[src/rtl/dds_pkg.sv]
// Shared definitions for the DDS waveform scheduler.
//  - default widths / latencies used as parameter defaults by the scheduler
//  - FSM state encoding (IDLE / RUN / DRAIN)
//  - waveform ROM index constants
package dds_pkg;

    localparam int ACC_W_DEF   = 32;
    localparam int ADDR_W_DEF  = 8;
    localparam int DATA_W_DEF  = 8;
    localparam int CNT_W_DEF   = 16;
    localparam int NWAVE_DEF   = 4;
    localparam int ROM_LAT_DEF = 1;

    localparam logic [1:0] S_IDLE  = 2'd0;
    localparam logic [1:0] S_RUN   = 2'd1;
    localparam logic [1:0] S_DRAIN = 2'd2;

    typedef enum logic [1:0] {
        ST_IDLE  = S_IDLE,
        ST_RUN   = S_RUN,
        ST_DRAIN = S_DRAIN
    } state_t;

    localparam int WAVE_SAW    = 0;
    localparam int WAVE_SINE   = 1;
    localparam int WAVE_SQUARE = 2;
    localparam int WAVE_TRI    = 3;

endpackage

[src/rtl/dds_phase_acc.sv]
// Phase accumulator for the DDS scheduler.
// Ports:
//  clk, rst  : clock, synchronous active-high reset
//  clear     : force acc to 0 on the next edge (new burst)
//  en        : advance acc by fword on the next edge
//  fword     : frequency tuning word
//  acc       : current phase (registered)
//  carry     : combinational; 1 when the advance happening this cycle wraps
//              past 2^ACC_W, i.e. one full waveform period completes
module dds_phase_acc #(
    parameter int ACC_W = 32
) (
    input  logic             clk,
    input  logic             rst,
    input  logic             clear,
    input  logic             en,
    input  logic [ACC_W-1:0] fword,
    output logic [ACC_W-1:0] acc,
    output logic             carry
);

    logic [ACC_W:0] sum;

    assign sum   = {1'b0, acc} + {1'b0, fword};
    assign carry = en & sum[ACC_W];

    always_ff @(posedge clk) begin
        if (rst) begin
            acc <= '0;
        end else if (clear) begin
            acc <= '0;
        end else if (en) begin
            acc <= sum[ACC_W-1:0];
        end
    end

endmodule

[src/rtl/dds_wave_scheduler.sv]
// DDS waveform scheduler: accepts a burst command, runs the phase accumulator,
// drives the shared ROM address plus a one-hot ROM enable, and realigns the
// selected ROM output into a valid-qualified sample stream.
//
// Handshake: a command is taken on a cycle where cmd_valid & cmd_ready are both
// high; cmd_ready is high only in IDLE, so commands offered while busy simply
// wait (nothing is queued).
//
// Ports:
//  clk, rst      clock, synchronous active-high reset
//  cmd_valid/ready, cmd_wave, cmd_fword, cmd_periods   burst command
//  stop          level abort, sampled in RUN
//  rom_addr      shared ROM address (top bits of the accumulator)
//  wave_en       one-hot enable of the selected ROM
//  rom_q         packed ROM outputs, ROM i at [i*DATA_W +: DATA_W]
//  q, q_valid    registered sample stream (q is 0 whenever q_valid is 0)
//  busy          state != IDLE
//  done          one-cycle pulse when a burst has fully drained
//  fsm_state     current FSM state, for observation
module dds_wave_scheduler
    import dds_pkg::*;
#(
    parameter int ACC_W   = ACC_W_DEF,
    parameter int ADDR_W  = ADDR_W_DEF,
    parameter int DATA_W  = DATA_W_DEF,
    parameter int CNT_W   = CNT_W_DEF,
    parameter int NWAVE   = NWAVE_DEF,
    parameter int ROM_LAT = ROM_LAT_DEF,
    localparam int WSEL_W = (NWAVE > 1) ? $clog2(NWAVE) : 1
) (
    input  logic                    clk,
    input  logic                    rst,
    input  logic                    cmd_valid,
    output logic                    cmd_ready,
    input  logic [WSEL_W-1:0]       cmd_wave,
    input  logic [ACC_W-1:0]        cmd_fword,
    input  logic [CNT_W-1:0]        cmd_periods,
    input  logic                    stop,
    output logic [ADDR_W-1:0]       rom_addr,
    output logic [NWAVE-1:0]        wave_en,
    input  logic [NWAVE*DATA_W-1:0] rom_q,
    output logic [DATA_W-1:0]       q,
    output logic                    q_valid,
    output logic                    busy,
    output logic                    done,
    output logic [1:0]              fsm_state
);

    localparam int DRAIN_W = $clog2(ROM_LAT + 2);

    state_t              state;
    state_t              state_n;
    logic [WSEL_W-1:0]   wave_r;
    logic [ACC_W-1:0]    fword_r;
    logic [CNT_W-1:0]    periods_r;
    logic [CNT_W-1:0]    cnt;
    logic [DRAIN_W-1:0]  drain_cnt;
    logic [ROM_LAT-1:0]  vpipe;

    logic                accept;
    logic                run;
    logic                last_period;
    logic                acc_clear;
    logic                acc_en;
    logic                carry;
    logic [ACC_W-1:0]    acc;
    logic [DATA_W-1:0]   rom_sel;
    logic                vld_aligned;
    logic                rom_hold;

    dds_phase_acc #(
        .ACC_W (ACC_W)
    ) u_phase_acc (
        .clk   (clk),
        .rst   (rst),
        .clear (acc_clear),
        .en    (acc_en),
        .fword (fword_r),
        .acc   (acc),
        .carry (carry)
    );

    assign cmd_ready = (state == ST_IDLE);
    assign busy      = (state != ST_IDLE);
    assign run       = (state == ST_RUN);
    assign accept    = cmd_valid & cmd_ready;
    assign rom_addr  = acc[ACC_W-1 -: ADDR_W];
    assign fsm_state = state;

    // The carry of this cycle completes period cnt+1; if that is the
    // requested count, the address issued this cycle is the final one.
    assign last_period = (periods_r != '0) && carry &&
                         ((cnt + CNT_W'(1)) == periods_r);

    // ----------------------------------------------------------------
    // FSM next state
    // ----------------------------------------------------------------
    always_comb begin
        state_n   = state;
        acc_clear = 1'b0;
        acc_en    = 1'b0;
        case (state)
            ST_IDLE: begin
                if (cmd_valid) begin
                    state_n   = ST_RUN;
                    acc_clear = 1'b1;
                end
            end
            ST_RUN: begin
                acc_en = 1'b1;
                // stop and the final carry together still give one DRAIN
                if (stop || last_period) begin
                    state_n = ST_DRAIN;
                end
            end
            ST_DRAIN: begin
                if (drain_cnt == DRAIN_W'(ROM_LAT)) begin
                    state_n = ST_IDLE;
                end
            end
            default: state_n = ST_IDLE;
        endcase
    end

    // ----------------------------------------------------------------
    // FSM state, command latch, period counter, done pulse
    // ----------------------------------------------------------------
    always_ff @(posedge clk) begin
        if (rst) begin
            state     <= ST_IDLE;
            wave_r    <= '0;
            fword_r   <= '0;
            periods_r <= '0;
            cnt       <= '0;
            drain_cnt <= '0;
            done      <= 1'b0;
        end else begin
            state     <= state_n;
            done      <= (state == ST_DRAIN) && (state_n == ST_IDLE);
            drain_cnt <= (state == ST_DRAIN) ? drain_cnt + DRAIN_W'(1) : '0;
            if (accept) begin
                wave_r    <= cmd_wave;
                fword_r   <= cmd_fword;
                periods_r <= cmd_periods;
                cnt       <= '0;
            end else if (run && carry && (cnt != {CNT_W{1'b1}})) begin
                // saturate so a long continuous burst never wraps
                cnt <= cnt + CNT_W'(1);
            end
        end
    end

    // ----------------------------------------------------------------
    // ROM enable: on while issuing, and for ROM_LAT cycles of DRAIN so
    // the last issued address makes it through the ROM register.
    // ----------------------------------------------------------------
    assign rom_hold = run ||
                      ((state == ST_DRAIN) && (drain_cnt < DRAIN_W'(ROM_LAT)));

    always_comb begin
        wave_en = '0;
        if (rom_hold) begin
            for (int i = 0; i < NWAVE; i++) begin
                if (wave_r == WSEL_W'(i)) begin
                    wave_en[i] = 1'b1;
                end
            end
        end
    end

    // selected ROM output; an out-of-range index selects nothing
    always_comb begin
        rom_sel = '0;
        for (int i = 0; i < NWAVE; i++) begin
            if (wave_r == WSEL_W'(i)) begin
                rom_sel = rom_q[i*DATA_W +: DATA_W];
            end
        end
    end

    // ----------------------------------------------------------------
    // Issue-valid pipeline: delayed ROM_LAT cycles it lines up with the
    // ROM data for that address, then one more register stage forms q.
    // ----------------------------------------------------------------
    assign vld_aligned = vpipe[ROM_LAT-1];

    always_ff @(posedge clk) begin
        if (rst) begin
            vpipe   <= '0;
            q       <= '0;
            q_valid <= 1'b0;
        end else begin
            vpipe[0] <= run;
            for (int i = 1; i < ROM_LAT; i++) begin
                vpipe[i] <= vpipe[i-1];
            end
            q_valid <= vld_aligned;
            q       <= vld_aligned ? rom_sel : '0;
        end
    end

endmodule
[config.mk]
export PLATFORM = sky130hd
export DESIGN_NAME = dds_wave_scheduler
export DESIGN_NICKNAME = d
export VERILOG_FILES = /design/src/rtl/dds_pkg.sv /design/src/rtl/dds_phase_acc.sv /design/src/rtl/dds_wave_scheduler.sv
export SDC_FILE = /design/constraint.sdc
export NUM_CORES = 1
export LEC_CHECK = 0
export CAP_MARGIN = 10
export CORE_ASPECT_RATIO = 0.7
export CORE_UTILIZATION = 49
export DETAILED_ROUTE_END_ITERATION = 10
export PLACE_DENSITY = 0.78
export SETUP_SLACK_MARGIN = 0.05
export SYNTH_ARGS = -nofsm -noshare
export SYNTH_HDL_FRONTEND = slang
export SYNTH_SLANG_ARGS = --single-unit
[constraint.sdc]
create_clock -name clk -period 2.6 [get_ports clk]
set_input_delay 0.26 -clock clk [delete_from_list [all_inputs] [get_ports clk]]
set_output_delay 0.26 -clock clk [all_outputs]
set_load 0.005 [all_outputs]
==> out/results.ini <==
[run_status]
status = finished clean

[critical_path]
path_buf_inv = 1
reg2reg_from = u_phase_acc.acc[0]
crit_chain = ha_4 > fa_2 > a211oi_2 > o21ai_2 > buf_4 > o211ai_1 > nand4_1 > nand3_2 > nand2b_1 > o31a_1 > a311o_1
crit_fanout = 2
path_class = flop to flop
r2r-end = u_phase_acc.acc[30]
cp.depth = 11
worstSetupStartpointType = flop
worst_path_max_delay_cell = fa_2
worst_ep_arrival_time_ns = 2.89
endpoint_kind = flop
crit_family = compound AO/OA/AOI/OAI gates
slowest_delay_ns = 0.35
r2r_slack_ns = 0.01
r2r_cells = 11
worst_ep_required_time_ns = 2.90

[synthesis]
synth_nets = 956
synthSimpleGateAreaFrac_pct = 24.4
ys_warn_count = 0
synthAdderAreaFrac_pct = 6.99
synth_area_leader_cell = dfxtp_1
ys_ff_latch = 113
ys_seq_area_share_pct = 34.5
muxShareOfSynthArea_pct = 3.82
synthArstFlopShare_pct = 0
ys_top_cells_by_area = dfxtp_1 (35%), nand2_1 (9.5%), a21oi_1 (8.4%)
synth_cell_types = 62
ys.flop_type = dfxtp_1
synth_xor_area_share_pct = 4.95
synth_edf_count = 0
synth_top_family_by_area = simple AND/OR/NAND/NOR gates
synth-compound-area-share_pct = 20.9
syn_area_um2 = 6550
syn_area_per_cell_um2 = 7.86
netlist.area_leader.share_pct = 34.5
synth_cells = 834

[clock_tree]
cts_root_buf = clkbuf_16
tritoncts = yes
clock-sinks = 113
cts.path.max_buffers = 2
cts_made_buffers = 17
path_clk_slew_ns = 0.05
ctsHtreeMaxLevel = 4
clk_latency_ns = 0.42

[worst_hold_path]
holdPathEnd = fsm_state[1]
hold_depth = 2
hp-class = primary input to flop
min_from = rst

[cells_and_area]
final_cell_area_um2 = 9080
drive_gt1_share_pct = 17.0
final_nets = 1091
diodes = 0
syn_to_final_growth_pct = 38.6

[drt]
post_drt_wl_per_cell_um = 16.4
first_pass_iters = 6
routed_wl_mm = 18.7
drt_iter0_drc = 407
vias_per_cell = 5.74
drtAntennaViolNets = 0
drc = 0
route.vias.total = 6564

[timing]
period_needed_ns = 2.59
rsz0062_at_grt = true
finalSetupViolCount = 0
min_period_over_period_pct = 99.6
fin_skew_ns = 0.00703
fmax_mhz = 386
hold_viol = 0
slew_violations = 0
setup_slack_ns = 0.0108
slew_headroom_pct = 61.4
tightest_slew_ns = 0.579

[place]
dp_hpwl_mm = 12.2
dp_slack_ns = -0.106
port_buffers = 111
dpl_cell_area_um2 = 7930
place.gp.congestion = 0.926

[die]
rows = 34
start_util_pct = 51.5
die-area_um2 = 13800
core_um2 = 12700
io_pins = 112
dieWidth_um = 140
chipHeight_um = 98.8

[job]
drv_cap = 0

[global_route]
grtUsageTotal_pct = 27.3
antenna_found_initial = 0
grt_max_degree = 53
first_global_vias = 6280
grt-ovfl-total = 0
grt_pass1_wl_mm = 30.1

[power]
p_switching_mw = 1.24
power.leakage_nw = 3.46
clockPowerShare_pct = 48.6
pwr-share-seq_pct = 37.5
swShare_pct = 24.8
intPower_mw = 3.76
peakVddDrop_mv = 0.405
power_frac_comb_pct = 13.9
power_density_nw_per_um2 = 551

==> layout by cell type, fill, tap and decap left out, types with 8 or more instances in the layout <==
| cell | instances |
|---|---|
| a21o_1 | 14 |
| a21oi_1 | 103 |
| and2_1 | 8 |
| and3_1 | 9 |
| buf_4 | 49 |
| clkbuf_16 | 17 |
| clkdlybuf4s50_1 | 110 |
| dfxtp_1 | 104 |
| dfxtp_2 | 9 |
| ha_1 | 15 |
| ha_4 | 17 |
| inv_1 | 17 |
| mux4_2 | 8 |
| nand2_1 | 164 |
| nand2b_1 | 8 |
| nand3_1 | 29 |
| nor2_1 | 24 |
| nor2b_1 | 11 |
| nor3_1 | 22 |
| o21ai_0 | 41 |
| or3_1 | 14 |
| xnor2_1 | 18 |
| xor2_1 | 18 |
==> area by class of cell <==
cell class,instances,area (um2)
sequential,113,2270
timing repair buffer,165,1530
inverter,17,63.8
clock inverter,11,163
clock buffer,20,447
fill,971,3640
tap,162,203
multi-input combinational,655,4400
==> synthesized netlist by cell type, drive strengths merged, types with 2 or more instances <==
| master | count |
|---|---|
| mux4 | 8 |
| nor3b | 3 |
| clkbuf | 34 |
| nand4 | 7 |
| dfxtp | 113 |
| nor3 | 23 |
| inv | 17 |
| or2 | 3 |
| a211o | 2 |
| or3 | 18 |
| and2 | 9 |
| nor4 | 7 |
| o21bai | 7 |
| ha | 35 |
| xor2 | 18 |
| o221ai | 3 |
| buf | 15 |
| a21o | 14 |
| nand2b | 8 |
| o21a | 5 |
| a21oi | 110 |
| nor2 | 27 |
| nor2b | 12 |
| nand2 | 165 |
| o21ai | 53 |
| mux2i | 7 |
| a311o | 2 |
| nand4b | 3 |
| o211a | 2 |
| a31oi | 9 |
| nor4b | 2 |
| and3b | 2 |
| a211oi | 6 |
| o211ai | 6 |
| and3 | 11 |
| a21boi | 3 |
| nand3 | 33 |
| xnor2 | 19 |
==> registers in the layout, summed over array words and instances, names as in the netlist <==
name	flops
fsm_state	2
u_phase_acc.acc	32
q	8
vld_aligned	1
drain_cnt	2
periods_r	16
cnt	16
done	1
q_valid	1
fword_r	32
wave_r	2
==> worst register-to-register path: cells and delay by family, from the launching register on <==
family / cells / cell delay (ns)
AOI/OAI and AO/OA: 5 / 1.04
adders and majority gates: 2 / 0.51
and+or+nand+nor: 3 / 0.45
DFF: 1 / 0.33
buffers and inverters: 1 / 0.14
==> per-layer routing <==
metal	share of wire [%]	up-vias	routed length [um]	track usage, %
li1	-	3222	-	-
met1	46	3056	8530	35.3
met2	46	255	8590	44.7
met3	6.7	31	1260	6.66
met4	1.7	0	323	8.79
met5	0	-	0	0
==> cell families after synthesis <==
kind of cell | after synthesis
compound gates | 233
xor+xnor | 37
fa+ha+maj | 36
buf+inv | 66
flops | 113
mux | 15
simple gates | 334
==> stage by stage <==
stage	setup TNS, ns	instances	hold slack [ns]	util, %	power, mW
after global routing	-1.47	1143	0.133	71.4	5.19
after global placement	0	1094	0.443	62.4	2.53
after CTS	0	1135	0.120	68.5	4.98
final	0	1143	0.144	71.4	5.01
after detailed placement	-0.166	1094	0.451	62.4	2.54
after floorplan	0	834	0.396	-	2.26
==> how the worst max path moves through the flow <==
stage	from	slack [ns]	endpoint
detailed placement	fword_r[14]	-0.11	u_phase_acc.acc[31]
CTS	u_phase_acc.acc[0]	0.05	u_phase_acc.acc[30]
global route	u_phase_acc.acc[0]	-0.13	u_phase_acc.acc[30]
finish	u_phase_acc.acc[0]	0.01	u_phase_acc.acc[30]
floorplan	fword_r[0]	0.05	cnt[0]
global placement	fword_r[10]	0.03	fsm_state[0]
==> power groups by stage <==
stage	Sequential [mW]	Clock (mW)	Combinational, mW
3_5_place_dp	1.90	0	0.644
4_1_cts	1.87	2.45	0.659
3_3_place_gp	1.90	0	0.634
5_1_grt	1.88	2.54	0.759
2_1_floorplan	1.88	0	0.381
6_report	1.88	2.43	0.696
==> repair_timing <==
action / in CTS / in global routing
hold buffers: 0 / 0
setup buffers: 10 / 9
cloned: 0 / 1
gates resized for setup: 21 / 64
setup endpoints to repair: 13 / 30
endpoints found under the hold margin: 0 / 0
pin swaps: 13 / 26
Power figures use the tool's default switching activity.
